File: src/rtl/writeback_stage_if.sv
// MEM-to-WB bundle: latched instruction fields in, register-bank write port and decode bypass out.
interface writeback_stage_if #(
  parameter int DATA_W = 32
);
  logic              in_valid;
  logic [1:0]        flagsWB;
  logic [4:0]        rd;
  logic [DATA_W-1:0] alu_result;
  logic [DATA_W-1:0] mem_data;
  logic [47:0]       pc1;

  logic              reg_wr;
  logic [4:0]        dir_wra;
  logic [DATA_W-1:0] data_out;
  logic              fwd_valid;
  logic [4:0]        fwd_addr;
  logic [DATA_W-1:0] fwd_data;

  modport master (
    output in_valid, flagsWB, rd, alu_result, mem_data, pc1,
    input  reg_wr, dir_wra, data_out, fwd_valid, fwd_addr, fwd_data
  );

  modport slave (
    input  in_valid, flagsWB, rd, alu_result, mem_data, pc1,
    output reg_wr, dir_wra, data_out, fwd_valid, fwd_addr, fwd_data
  );
endinterface

File: src/rtl/writeback_stage.sv
// Writeback stage: one-deep latch with a single-commit FSM, retire counter and last-PC tracker.
// Defining WB_BYPASS_EN drives the decode bypass from the write port; otherwise it is tied off.
module writeback_stage #(
  parameter int DATA_W = 32
) (
  input  logic             clk,
  input  logic             rst,
  input  logic             stall,
  input  logic             flush,
  writeback_stage_if.slave wb,
  output logic [31:0]      retired_count,
  output logic [47:0]      last_pc
);
  localparam int PC_W = 48;

  typedef enum logic [1:0] {EMPTY, NEW, HELD} state_t;

  state_t            state_p1;
  logic [1:0]        flags_p1;
  logic [4:0]        rd_p1;
  logic [DATA_W-1:0] aluResult_p1;
  logic [DATA_W-1:0] memData_p1;
  logic [PC_W-1:0]   pc_p1;

  logic [31:0]       retiredCnt;
  logic [PC_W-1:0]   lastPc;
  logic              commit;

  // ---- stage p1: latch and commit FSM ----
  // HELD marks an instruction that already committed, so a long stall never commits it again.
  always_ff @(posedge clk) begin
    if (rst) begin
      state_p1     <= EMPTY;
      flags_p1     <= '0;
      rd_p1        <= '0;
      aluResult_p1 <= '0;
      memData_p1   <= '0;
      pc_p1        <= '0;
    end else if (flush) begin
      state_p1 <= EMPTY;
    end else if (stall) begin
      state_p1 <= (state_p1 == EMPTY) ? EMPTY : HELD;
    end else begin
      state_p1     <= wb.in_valid ? NEW : EMPTY;
      flags_p1     <= wb.flagsWB;
      rd_p1        <= wb.rd;
      aluResult_p1 <= wb.alu_result;
      memData_p1   <= wb.mem_data;
      pc_p1        <= wb.pc1;
    end
  end

  assign commit = (state_p1 == NEW);

  // ---- retire bookkeeping, updated at the end of each commit cycle ----
  always_ff @(posedge clk) begin
    if (rst) begin
      retiredCnt <= '0;
      lastPc     <= '0;
    end else begin
      retiredCnt <= retiredCnt + {31'd0, commit};
      if (commit) lastPc <= pc_p1;
    end
  end

  assign retired_count = retiredCnt;
  assign last_pc       = lastPc;

  assign wb.reg_wr   = commit & flags_p1[0];
  assign wb.dir_wra  = rd_p1;
  assign wb.data_out = flags_p1[1] ? memData_p1 : aluResult_p1;

`ifdef WB_BYPASS_EN
  assign wb.fwd_valid = wb.reg_wr;
  assign wb.fwd_addr  = wb.dir_wra;
  assign wb.fwd_data  = wb.data_out;
`else
  assign wb.fwd_valid = 1'b0;
  assign wb.fwd_addr  = '0;
  assign wb.fwd_data  = '0;
`endif
endmodule

File: src/flat_wrapper.sv
// flat-port wrapper written by rule: the top's interface ports become plain ports
module writeback_stage_flat 
#(
  parameter int DATA_W = 32
)
  (clk, rst, stall, flush, retired_count, last_pc, wb_in_valid, wb_flagsWB, wb_rd, wb_alu_result, wb_mem_data, wb_pc1, wb_reg_wr, wb_dir_wra, wb_data_out, wb_fwd_valid, wb_fwd_addr, wb_fwd_data);
  writeback_stage_if #(.DATA_W(DATA_W)) wb_i ();
  input  logic clk;
  input  logic rst;
  input  logic stall;
  input  logic flush;
  output logic [31:0] retired_count;
  output logic [47:0] last_pc;
  input wire logic [$bits(wb_i.in_valid)-1:0] wb_in_valid;
  input wire logic [$bits(wb_i.flagsWB)-1:0] wb_flagsWB;
  input wire logic [$bits(wb_i.rd)-1:0] wb_rd;
  input wire logic [$bits(wb_i.alu_result)-1:0] wb_alu_result;
  input wire logic [$bits(wb_i.mem_data)-1:0] wb_mem_data;
  input wire logic [$bits(wb_i.pc1)-1:0] wb_pc1;
  output wire logic [$bits(wb_i.reg_wr)-1:0] wb_reg_wr;
  output wire logic [$bits(wb_i.dir_wra)-1:0] wb_dir_wra;
  output wire logic [$bits(wb_i.data_out)-1:0] wb_data_out;
  output wire logic [$bits(wb_i.fwd_valid)-1:0] wb_fwd_valid;
  output wire logic [$bits(wb_i.fwd_addr)-1:0] wb_fwd_addr;
  output wire logic [$bits(wb_i.fwd_data)-1:0] wb_fwd_data;
  assign wb_i.in_valid = wb_in_valid;
  assign wb_i.flagsWB = wb_flagsWB;
  assign wb_i.rd = wb_rd;
  assign wb_i.alu_result = wb_alu_result;
  assign wb_i.mem_data = wb_mem_data;
  assign wb_i.pc1 = wb_pc1;
  assign wb_reg_wr = wb_i.reg_wr;
  assign wb_dir_wra = wb_i.dir_wra;
  assign wb_data_out = wb_i.data_out;
  assign wb_fwd_valid = wb_i.fwd_valid;
  assign wb_fwd_addr = wb_i.fwd_addr;
  assign wb_fwd_data = wb_i.fwd_data;
  writeback_stage #(.DATA_W(DATA_W)) u_core (.clk(clk), .rst(rst), .stall(stall), .flush(flush), .wb(wb_i), .retired_count(retired_count), .last_pc(last_pc));
endmodule
File: config.mk
export PLATFORM = sky130hd
export DESIGN_NAME = writeback_stage_flat
export DESIGN_NICKNAME = d
export VERILOG_FILES = /design/src/rtl/writeback_stage_if.sv /design/src/rtl/writeback_stage.sv /design/src/flat_wrapper.sv
export SDC_FILE = /design/constraint.sdc
export NUM_CORES = 1
export LEC_CHECK = 0
export ABC_CLOCK_PERIOD_IN_PS = 6500
export BUFFER_PORTS_ARGS = -buffer_cell sky130_fd_sc_hd__clkbuf_2
export CORE_ASPECT_RATIO = 0.9
export CORE_MARGIN = 8
export CORE_UTILIZATION = 47
export DETAILED_ROUTE_END_ITERATION = 16
export PLACE_DENSITY = 0.76
export SYNTH_ARGS = -nofsm -noshare
export SYNTH_HDL_FRONTEND = slang
export SYNTH_SLANG_ARGS = --single-unit
File: constraint.sdc
create_clock -name clk -period 6.5 [get_ports clk]
set_input_delay 0.325 -clock clk [delete_from_list [all_inputs] [get_ports clk]]
set_output_delay 0.325 -clock clk [all_outputs]
set_load 0.05 [all_outputs]
-- Word level (Yosys, flattened, before mapping)
Cells that the tools add are included.
- bits in writable memories: 0
- memories: 0
- bits in latches: 0
- output and inout bits: 156
- input port bits: 124
- register bits: 201
- ROM bits: 0
- $add $sub $neg: 1
- eq/ne operators: 1
- mux-type cells: 4
- $mul: 0
- divide/modulo/power cells: 0
- reduce and logical (&&, ||, !) cells: 3
- shift operators: 0
- bitwise operators: 3
- magnitude comparators: 0
- operator list (kind ; count):
    $add A32 B1 Y32 ; 1
    $mux W32 ; 1
    $mux W2 ; 2
    $eq A2 B1 Y1 const B ; 1
    $logic_not A2 Y1 ; 1
    $not A1 Y1 ; 2
    $reduce_and A2 Y1 ; 1
    $reduce_or A2 Y1 ; 1
    $and A1 B1 Y1 ; 1
    $mux W1 ; 1

-- Depth between registers and ports, before layout
Gate-level depths: netlist of run 1.
- depth in word-level cells: 3
- depth in mapped cells: 10
- depth with buffers taken out: 8

-- Worst setup path after synthesis of run 1
No wires, ideal clock.
- path kind: register to register
- start: reg u_core.state_p1[1]
- end: reg u_core.retiredCnt[28] (netlist: u_core.retired_count[28])
- required time: 6.430 ns
- stages on the path, launching flop included: 11
- arrival time: 2.605 ns
- setup slack: 3.825 ns
- clock period less this slack: 2.675 ns
- library setup time: 0.070 ns
- path buffers: 2
- cell sequence: dfxtp_1 > nand2b_1 > inv_2 > clkbuf_1 > ha_1 > ha_1 > nand4_1 > or4_1 > buf_1 > or4_1 > a21oi_1
- longest elaborated chain between the ends: 2
- ends and longest elaborated chain (item ; RTL line ; source):
    start: declaration ; writeback_stage.sv:18 ; state_t state_p1;
    start signal: assignment ; writeback_stage.sv:42 ; state_p1 <= (state_p1 == EMPTY) ? EMPTY : HELD;
    start signal: assignment ; writeback_stage.sv:44 ; state_p1 <= wb.in_valid ? NEW : EMPTY;
    $eq A2 B1 Y1 ; writeback_stage.sv:53 ; assign commit = (state_p1 == NEW);
    $add A32 B1 Y32 ; writeback_stage.sv:61 ; retiredCnt <= retiredCnt + {31'd0, commit};
    end signal: assignment ; writeback_stage.sv:61 ;
    end: declaration ; writeback_stage.sv:25 ; logic [31:0] retiredCnt;
No other way between the ends.
A chain may end at the register's enable or synchronous reset.

-- Worst setup path in the final report of run 1
Ends and elaborated chain as after synthesis.

==> results of run 1 <==
-- layout by cell type (no fill, tap or decap), types with 2 or more instances in the layout --
cell         n
clkbuf_2   240
clkbuf_8     2
mux2_2      34
nand3_1     10
and3_1       3
conb_1      38
a21oi_1    183
nand2_1    346
clkbuf_16   21
xor2_1       7
nor2b_1      4
buf_4        4
and4_1       8
and2_1       2
nor4_1       2
or4_1       12
o21ai_0      8
nor2_1      15
or3_1        7
nand4_1     10
xnor2_1      5
clkbuf_1     4
dfxtp_1    201
o31ai_1      8
inv_1        4
nor4b_1      2
ha_1         3
-- kinds of logic after synthesis --
kind of cell,after synthesis,synth area share
adders and majority gates,3,0.004739
DFF,201,0.5080
muxes,34,0.04833
AOI/OAI and AO/OA,199,0.1283
xor gates and xnor gates,12,0.01327
other,1,0.0004734
and+or+nand+nor,427,0.2271
buffers and inverters,109,0.06981
-- flip-flops by register name, indices dropped and copies added (netlist names) --
signal	cells
u_core.wb.dir_wra	5
u_core.last_pc	48
u_core.aluResult_p1	32
u_core.memData_p1	32
u_core.pc_p1	48
u_core.flags_p1	2
u_core.retired_count	32
u_core.state_p1	2
-- synthesized netlist by cell type (all sizes together), types with 4 or more instances --
cell type / instances / area share
o21ai: 8 / 0.0051
inv: 5 / 0.0024
mux2: 34 / 0.048
a21oi: 183 / 0.12
and4: 8 / 0.0088
xor2: 7 / 0.0077
nand3: 10 / 0.0063
xnor2: 5 / 0.0055
or4: 12 / 0.011
nor2b: 4 / 0.0032
buf: 43 / 0.039
or3: 7 / 0.0055
nand4: 11 / 0.0095
clkbuf: 61 / 0.029
nor2: 16 / 0.0076
dfxtp: 201 / 0.51
nand2: 346 / 0.16
o31ai: 8 / 0.0076
-- worst max-delay path: stages (launching register included) --
cell and delay (ns):
dfxtp_1 0.31, nand2b_2 0.67, inv_2 0.96, ha_1 0.37, ha_1 0.26, nand4_1 0.19, or4_1 0.62, or4_1 0.43
a21oi_1 0.15
-- cell type report --
cell class,count,area (um^2)
Multi-Input combinational cell,713,3496
Clock inverter,3,43.79
Timing Repair Buffer,245,1242
Clock buffer,27,568.0
Inverter,5,18.77
Antenna cell,1,2.502
Sequential cell,201,4024
Fill cell,1532,7007
Tap cell,211,264.0
-- worst max-delay path by stage --
stage,from,endpoint
final,u_core.state_p1[1]$_SDFF_PP0_,u_core.retired_count[28]$_SDFF_PP0_
after CTS,u_core.state_p1[1]$_SDFF_PP0_,u_core.retired_count[28]$_SDFF_PP0_
after global placement,u_core.state_p1[1]$_SDFF_PP0_,u_core.retired_count[30]$_SDFF_PP0_
after detailed placement,u_core.state_p1[1]$_SDFF_PP0_,u_core.retired_count[28]$_SDFF_PP0_
after floorplan,u_core.state_p1[1]$_SDFF_PP0_,u_core.retired_count[28]$_SDFF_PP0_
after global routing,u_core.state_p1[1]$_SDFF_PP0_,u_core.retired_count[26]$_SDFF_PP0_
-- report_power, final --
group          switching (mW)  total [mW]  leakage, nW  internal (mW)
sequential             0.0169        1.29         1.63           1.27
clock                   0.451        1.10        0.300          0.647
combinational           0.194       0.265         2.09         0.0705
-- stage by stage --
step                      total power, mW  area [um^2]  worst slack, ns  utilization
after floorplan                     1.517         8060            3.825            -
after global placement              1.574         9045            2.468       0.5427
after detailed placement            1.577         9045            2.411       0.5427
after CTS                           2.683         9657            2.374       0.5794
after global routing                2.756         9659            2.047       0.5796
final                               2.648         9659            2.437       0.5796
-- routing by layer --
layer	vias up	global-route usage	share of wire
met5	-	0	0
met4	0	0.05255	0.024
met2	258	0.3219	0.47
li1	3582	-	-
met1	3235	0.2286	0.41
met3	38	0.06854	0.091
==> qor.txt, run 1 <==
min-delay src - wb_mem_data[25]
Leak Pwr - 4.026 nW
RSZ-0062 raised after global routing - false
Overflow after GRT - 0
Vias/cell - 5.059
outcome - finished clean
hold path cells - 3
CTS tree - done
reg2reg end - u_core.retired_count[28]$_SDFF_PP0_
fin nets - 1,314
Tightest Pin Transition - 1.045 ns
post-cts repair resize count - 0
CP Class - reg -> reg
largest net degree at the start of global routing - 106
Synth async-reset ratio - 0
setup TNS - 0 ns
PD cells - 274.1 nW/um^2
clk_lat worst skew - 0.49 ns
Die Wd - 152.8 um
Starting Density - 0.4753
Worst EP arrival - 4.47 ns
Final Skew - 0.01623 ns
Slew headroom - 0.3035
die area - 21,270 um^2
Seq/Total Area, Yosys - 0.5080
First DRT Iteration DRCs - 378
R2R cell count - 8
Avg WL per Cell - 15.24 um
Placer Congestion - 0.7941
Mapped Area - 7921 um^2
max cap viols - 0
Hold Crit Class - in -> reg
prevailing post-synth register cell - dfxtp_1
vias in the first global route - 7,000
row cnt - 45
H-tree depth - 1
layout cells sized above 1 - 0.2596
final hold viol count - 0
Max Transition Viols Final - 0
Yosys warning count - 0
final wirelength - 21,430 um
first-pass GRT wire length - 34,710 um
Hold Buf Count CTS - 0
Post-synth EDFFs - 0
worst r2r src - u_core.state_p1[1]$_SDFF_PP0_
DR vias - 7,113
router iterations before antenna repair - 4
clk buf depth - 3
initial antenna violation count - 1
Required @ worst endpoint - 6.90 ns
Post-CTS Repair Setup Buffers - 0
Worst-path clk slew - 0.06 ns
non-filler cells, final - 1,406
WHS Endpoint - u_core.memData_p1[25]$_SDFFE_PP0P_
number of top-level pins - 280
IR drop worst, VDD - 0.1659 mV
synthesized area per cell - 8.034 um^2
count of different cell masters after synthesis - 32
fmax - 246.1 MHz
core outline area - 16,670 um^2
drc violations - 0
period utilization - 0.6251
Final ANT Viol Nets - 0
count of final setup violators - 0
dpl hpwl - 14,780 um
CTS Buf Count - 21
crit path launch type - flop
Die H - 139.2 um
Port Buffers - 241
Post-Place Cells - 1,375
hold_ws - 0.05211 ns
Crit. End Element - flop
Post-Syn Instances - 986
Root Driver - clkbuf_16
flop2flop setup slack - 2.44 ns
#FFs+latches synth - 201
Tmin final - 4.063 ns
worst-path fanout max - 51
Total Routing Usage GR - 0.1920
Clock Sinks - 201
area delta synth->final - 21.94%
(Power assumes the default switching activity.)
==> inputs of run 2 (changes only) <==
Settings changed: ABC_CLOCK_PERIOD_IN_PS 6500 to 4050.
Clock period 6.5 ns to 4.05 ns, I/O delays scaled along.
==> qor.txt, run 2 (same netlist as run 1, synthesis figures left out) <==
outcome - finished clean
vias in the first global route - 7,924 (+13%)
overall power - 4.648 mW (+76%)
CP max stage delay - 0.64 ns (-0.32 ns)
die area - 21,270 um^2 (unchanged)
First DRT Iteration DRCs - 433 (+15%)
PD cells - 420.6 nW/um^2 (+53%)
DR vias - 7,976 (+12%)
non-filler cells, final - 1,540 (+9.5%)
Final Skew - 0.02017 ns (+0.003939 ns)
Placer Congestion - 0.8260 (+4.0%)
Overflow after GRT - 0 (unchanged)
Port Buffers - 241 (unchanged)
largest net degree at the start of global routing - 144 (+36%)
Vias/cell - 5.179 (+2.4%)
row cnt - 45 (unchanged)
max cap viols - 0 (unchanged)
critical path's top delay family - simple AND/OR/NAND/NOR gates
clk_lat worst skew - 0.49 ns (about the same)
RSZ-0062 raised after global routing - false
H-tree depth - 1 (unchanged)
CP Class - reg -> reg
Worst-path clk slew - 0.06 ns (about the same)
Avg WL per Cell - 16.31 um (+7.0%)
fin nets - 1,439 (+9.5%)
count of final setup violators - 0 (unchanged)
fin util - 0.6631 (+0.08348)
Leak Pwr - 4.623 nW (+15%)
crit path launch type - flop
Multi-input gate area - 3496 um^2 (unchanged)
Hold Crit Class - in -> reg
worst path bufs/invs - 1 (unchanged)
Required @ worst endpoint - 4.45 ns (-2.45 ns)
CP max stage cell - or4_1
CTS Buf Count - 22 (+4.8%)
Tightest Pin Transition - 1.082 ns (+0.03746 ns)
IR drop worst, VDD - 0.3426 mV (+110%)
Final ANT Viol Nets - 0 (unchanged)
core outline area - 16,670 um^2 (unchanged)
Total Routing Usage GR - 0.2246 (+0.03266)
dpl hpwl - 14,710 um (-0.45%)
number of top-level pins - 280 (unchanged)
Clock Sinks - 201 (unchanged)
register area - 4024 um^2 (unchanged)
commonest non-fill, non-tap cell in the layout - nand2_1
setup TNS - 0 ns (unchanged)
final hold viol count - 0 (unchanged)
final wirelength - 25,120 um (+17%)
Root Driver - clkbuf_16
initial antenna violation count - 3 (+2)
Post-CTS Repair Setup Buffers - 0 (unchanged)
CTS tree - done
Starting Density - 0.4753 (unchanged)
router iterations before antenna repair - 5 (+1)
worst-path fanout max - 7 (-86%)
Max Transition Viols Final - 0 (unchanged)
first-pass GRT wire length - 40,320 um (+16%)
layout cells sized above 1 - 0.2427 (-0.01698)
period utilization - 0.6240 (-0.001083)
Post-Place Cells - 1,378 (+0.22%)
worst-path cell chain - nand2b_2 > inv_2 > ha_1 > ha_1 > nand4_1 > or4_1 > or4_1 > a21oi_1
Worst EP arrival - 2.92 ns (-1.55 ns)
fmax - 395.7 MHz (+61%)
Crit. End Element - flop
Fillers - 1,310 (-14%)
Die Wd - 152.8 um (unchanged)
Tmin final - 2.527 ns (-1.536 ns)
hold_ws - 0.02642 ns (-0.02569 ns)
clk buf depth - 3 (unchanged)
Slew headroom - 0.2785 (-0.02498)
Die H - 139.2 um (unchanged)
most frequent cells in the layout - 346 x nand2_1, 240 x clkbuf_2, 201 x dfxtp_1, 183 x a21oi_1, 121 x dlygate4sd3_1
post-cts repair resize count - 0 (unchanged)
drc violations - 0 (unchanged)
area delta synth->final - 39.50%
run 2: final timing paths:
path / start / to / slack (ns) / cells after the start
worst max register to register: u_core.state_p1[1]$_SDFF_PP0_ / u_core.retired_count[28]$_SDFF_PP0_ / 1.52 / 8
worst min register to register: u_core.pc_p1[16]$_SDFFE_PP0P_ / u_core.last_pc[16]$_SDFFE_PP0N_ / 0.45 / 2
worst max-delay path: u_core.state_p1[1]$_SDFF_PP0_ / u_core.retired_count[28]$_SDFF_PP0_ / 1.52 / 8
worst min-delay path: stall / u_core.state_p1[1]$_SDFF_PP0_ / 0.03 / 2
run 2: what timing repair did:
item | 4_1_cts | 5_1_grt
hold endpoints to repair | 121 | 0
hold buffers | 121 | 0
endpoints found under the setup margin | 0 | 0
run 2: where the power goes:
| part | total, mW | internal (mW) | leakage [nW] | switching, mW |
|---|---|---|---|---|
| clock | 2.05 | 1.26 | 0.374 | 0.785 |
| sequential | 2.07 | 2.04 | 1.63 | 0.0296 |
| combinational | 0.537 | 0.192 | 2.61 | 0.345 |
run 2: stage by stage:
stage                     setup slack [ns]  area [um^2]
after floorplan                      1.375         8060
final                                1.523        11050
after global placement               1.667         9080
after CTS                            1.539        11050
after detailed placement             1.568         9080
after global routing                 1.362        11050
run 2: cell type report:
cell class,instances,share of cell area
sequential,201,0.3641
multi-input combinational,713,0.3163
timing repair buffer,369,0.2252
clock buffer,32,0.05967
tap,211,0.02389
clock inverter,7,0.008605
inverter,5,0.001698
antenna,2,0.0004529
run 2: worst reg2reg max path, cell delays in order, from the launching register on:
cell,delay [ns]
dfxtp_1,0.30
nand2b_2,0.18
inv_2,0.06
ha_1,0.22
ha_1,0.25
nand4_1,0.20
or4_1,0.64
or4_1,0.44
a21oi_1,0.15
run 2: routing by layer:
layer | GRT usage | vias to the layer above | wire [um]
li1 | - | 3850 | -
met1 | 0.2500 | 3684 | 9514
met2 | 0.3926 | 364 | 12410
met3 | 0.07103 | 76 | 2242
met4 | 0.08949 | 2 | 947
met5 | 0 | - | 11
==> inputs of run 3 (changes only) <==
Settings changed: ABC_AREA set to 1, ABC_CLOCK_PERIOD_IN_PS 4050 to 2100, CORE_UTILIZATION 47 to 45.
Clock period 4.05 ns to 2.1 ns, I/O delays scaled along.
==> qor.txt, run 3 <==
outcome - finished clean
met3 wire length - 2084 um (-7.0%)
worst r2r src - u_core.state_p1[0]$_SDFF_PP0_
flop2flop setup slack - 0.34 ns (-1.18 ns)
Met2 Wirelength - 12,600 um (+1.6%)
clk_lat worst skew - 0.50 ns (about the same)
count of different cell masters after synthesis - 27 (-16%)
area share of fa/ha/maj cells after synthesis - 0.004630 (-0.0001082)
layout cells sized above 1 - 0.2207 (-0.02196)
Hold Crit Class - in -> reg
first-pass GRT wire length - 40,980 um (+1.6%)
Simple-Gate Fraction of Synth Area - 0.2432 (+0.01611)
IR drop worst, VDD - 0.5910 mV (+72%)
Post-synth EDFFs - 0 (unchanged)
Slew headroom - 0.4250 (+0.1465)
Vias/cell - 4.953 (-4.4%)
#FFs+latches synth - 201 (unchanged)
Leak Pwr - 5.252 nW (+14%)
initial antenna violation count - 5 (+2)
area delta synth->final - 39.91%
Synth area leaders - dfxtp_1 50%, nor2_1 15%, o21ai_0 12%
Required @ worst endpoint - 2.00 ns (-2.45 ns)
Post-CTS Repair Setup Buffers - 0 (unchanged)
Tmin final - 1.880 ns
hold path cells - 4 (+2)
Seq/Total Area, Yosys - 0.4964 (-0.01160)
router iterations before antenna repair - 6 (+1)
Mapped Area - 8107 um^2 (+2.3%)
CTS Buf Count - 22 (unchanged)
worst-path fanout max - 23 (+16)
Compound-Gate Fraction of Synth Area - 0.1590 (+0.03072)
largest family of logic cells by synthesized area - simple AND/OR/NAND/NOR gates
Final WS setup - 0.2204 ns (-1.302 ns)
Synth Area in XOR/XNOR - 0.003241 (-0.01003)
Avg WL per Cell - 15.25 um (-6.5%)
Placer Congestion - 0.8889 (+7.6%)
fmax - 532.0 MHz
commonest non-fill, non-tap cell in the layout - nor2_1
CTS tree - done
crit path launch type - flop
synthesized area per cell - 7.376 um^2 (-8.2%)
Tightest Pin Transition - 0.8625 ns (-0.2198 ns)
Yosys warning count - 0 (unchanged)
Overflow after GRT - 0 (unchanged)
final wirelength - 25,870 um (+3.0%)
dominant cell type by area after synthesis - dfxtp_1
fin nets - 1,561 (+8.5%)
Die Wd - 157.5 um (+3.0%)
period utilization - 0.8950
Port Buffers - 241 (unchanged)
WHS Endpoint - u_core.aluResult_p1[29]$_SDFFE_PP0P_
M1 WL - 10,190 um (+7.1%)
fin util - 0.6440 (-0.01906)
Total Routing Usage GR - 0.2201 (-0.004474)
prevailing post-synth register cell - dfxtp_1
Synth top area share - 0.4964 (-0.01160)
Synth async-reset ratio - 0 (unchanged)
PD cells - 811.0 nW/um^2 (+93%)
Crit. End Element - primary output
count of final setup violators - 0 (unchanged)
top-count cell post-synth - nor2_1
Final ANT Viol Nets - 0 (unchanged)
Die H - 143.3 um (+3.0%)
core outline area - 17,610 um^2 (+5.7%)
largest net degree at the start of global routing - 90 (-38%)
Fillers - 1,475 (+13%)
RSZ-0062 raised after global routing - false
Final Skew - 0.009409 ns (-0.01076 ns)
Starting Density - 0.4603 (-0.01501)
drc violations - 0 (unchanged)
Worst-path clk slew - 0.06 ns (about the same)
most frequent cells in the layout - 332 x nor2_1, 240 x clkbuf_2, 200 x o21ai_0, 200 x dfxtp_1, 123 x dlygate4sd3_1
dpl hpwl - 15,610 um (+6.1%)
First DRT Iteration DRCs - 493 (+14%)
H-tree depth - 1 (unchanged)
most instantiated cells after synthesis - 332 x nor2_1, 201 x dfxtp_1, 200 x o21ai_0
row cnt - 46 (+2.2%)
Clock Sinks - 201 (unchanged)
die area - 22,570 um^2 (+6.1%)
Worst EP arrival - 1.77 ns (-1.15 ns)
setup TNS - 0 ns (unchanged)
reg2reg end - u_core.retired_count[18]$_SDFF_PP0_
Highest Signal Layer - met4
clk buf depth - 3 (unchanged)
Max Transition Viols Final - 0 (unchanged)
worst slack, placed - 0.3569 ns (-1.211 ns)
CP Class - reg -> out
multiplexer share of the synthesized area - 0 (-0.04833)
vias in the first global route - 8,382 (+5.8%)
min-delay src - stall
number of top-level pins - 280 (unchanged)
Post-Syn Instances - 1,099 (+11%)
Root Driver - clkbuf_16
max cap viols - 0 (unchanged)
DR vias - 8,405 (+5.4%)
R2R cell count - 11 (+3)
final hold viol count - 0 (unchanged)
run 3: cell count changes after synthesis, moves of 8 or more:
cell	before	now
a21oi_1	183	51
o21ai_0	8	200
and4_1	8	0
buf_2	1	21
nor2_2	0	8
or4_1	12	0
inv_1	4	50
clkbuf_1	61	39
mux2_2	34	0
o31ai_1	8	0
nand4_1	10	0
nor2_4	0	8
nor2_1	16	332
nand2_1	346	97
run 3: critical path, stage by stage, from the launching register on:
cell	delay (ns)
dfxtp_4	0.49
buf_4	0.26
nand2_1	0.08
o21ai_0	0.10
clkbuf_2	0.32
run 3: metrics by stage:
step                power, mW  hold WS (ns)  cell area, um^2  cells
floorplan               5.012        0.1835             8245   1136
global placement        5.271        0.3256             9368   1527
detailed placement      5.285        0.3318             9368   1527
CTS                     9.247        0.1498            11320   1690
global route            9.551        0.1821            11340   1696
finish                  9.198        0.1580            11340   1697
run 3: routing by layer:
metal	up-vias	GRT usage
met5	-	0
met4	0	0.1026
met3	89	0.05644
met2	364	0.3791
met1	3850	0.2522
li1	4102	-
run 3: logic make-up (layout without fill, tap and decap cells):
kind of cell | count (synthesis) | after routing
xor+xnor | 3 | 3
other cells | 1 | 45
buf+inv | 154 | 468
flops | 201 | 201
simple gates | 480 | 480
fa+ha+maj | 3 | 3
compound gates | 257 | 257
run 3: how the worst max path moves through the flow:
stage / from / endpoint / slack (ns)
after global routing: u_core.state_p1[0]$_SDFF_PP0_ / u_core.retired_count[18]$_SDFF_PP0_ / 0.08
after floorplan: u_core.state_p1[0]$_SDFF_PP0_ / u_core.retired_count[30]$_SDFF_PP0_ / 0.13
final: u_core.flags_p1[1]$_SDFFE_PP0P_ / wb_data_out[11] / 0.22
after CTS: u_core.flags_p1[1]$_SDFFE_PP0P_ / wb_data_out[22] / 0.11
after global placement: u_core.state_p1[0]$_SDFF_PP0_ / u_core.retired_count[20]$_SDFF_PP0_ / 0.43
after detailed placement: u_core.state_p1[0]$_SDFF_PP0_ / u_core.retired_count[20]$_SDFF_PP0_ / 0.36
run 3: report_power, final:
group	internal [mW]	total (mW)	leakage [nW]	switching [mW]
clock	2.16	3.78	0.347	1.62
combinational	0.427	1.33	3.26	0.908
sequential	4.00	4.09	1.65	0.0879
run 3: final cells by class:
cell class | instances | area (um^2) | share of cell area
clock inverters | 10 | 82.58 | 0.007281
inverters | 53 | 203.9 | 0.01798
repair buffers | 375 | 2597 | 0.2290
multi-input cells | 781 | 3472 | 0.3061
well taps | 240 | 300.3 | 0.02648
flip-flops and latches | 201 | 4028 | 0.3551
diodes | 7 | 17.52 | 0.001544
clock buffers | 30 | 640.6 | 0.05648
run 3: timing repair:
item,4_1_cts,5_1_grt
resized for setup,0,1
endpoints found under the setup margin,0,1
hold buffers,123,0
hold endpoints to repair,124,0
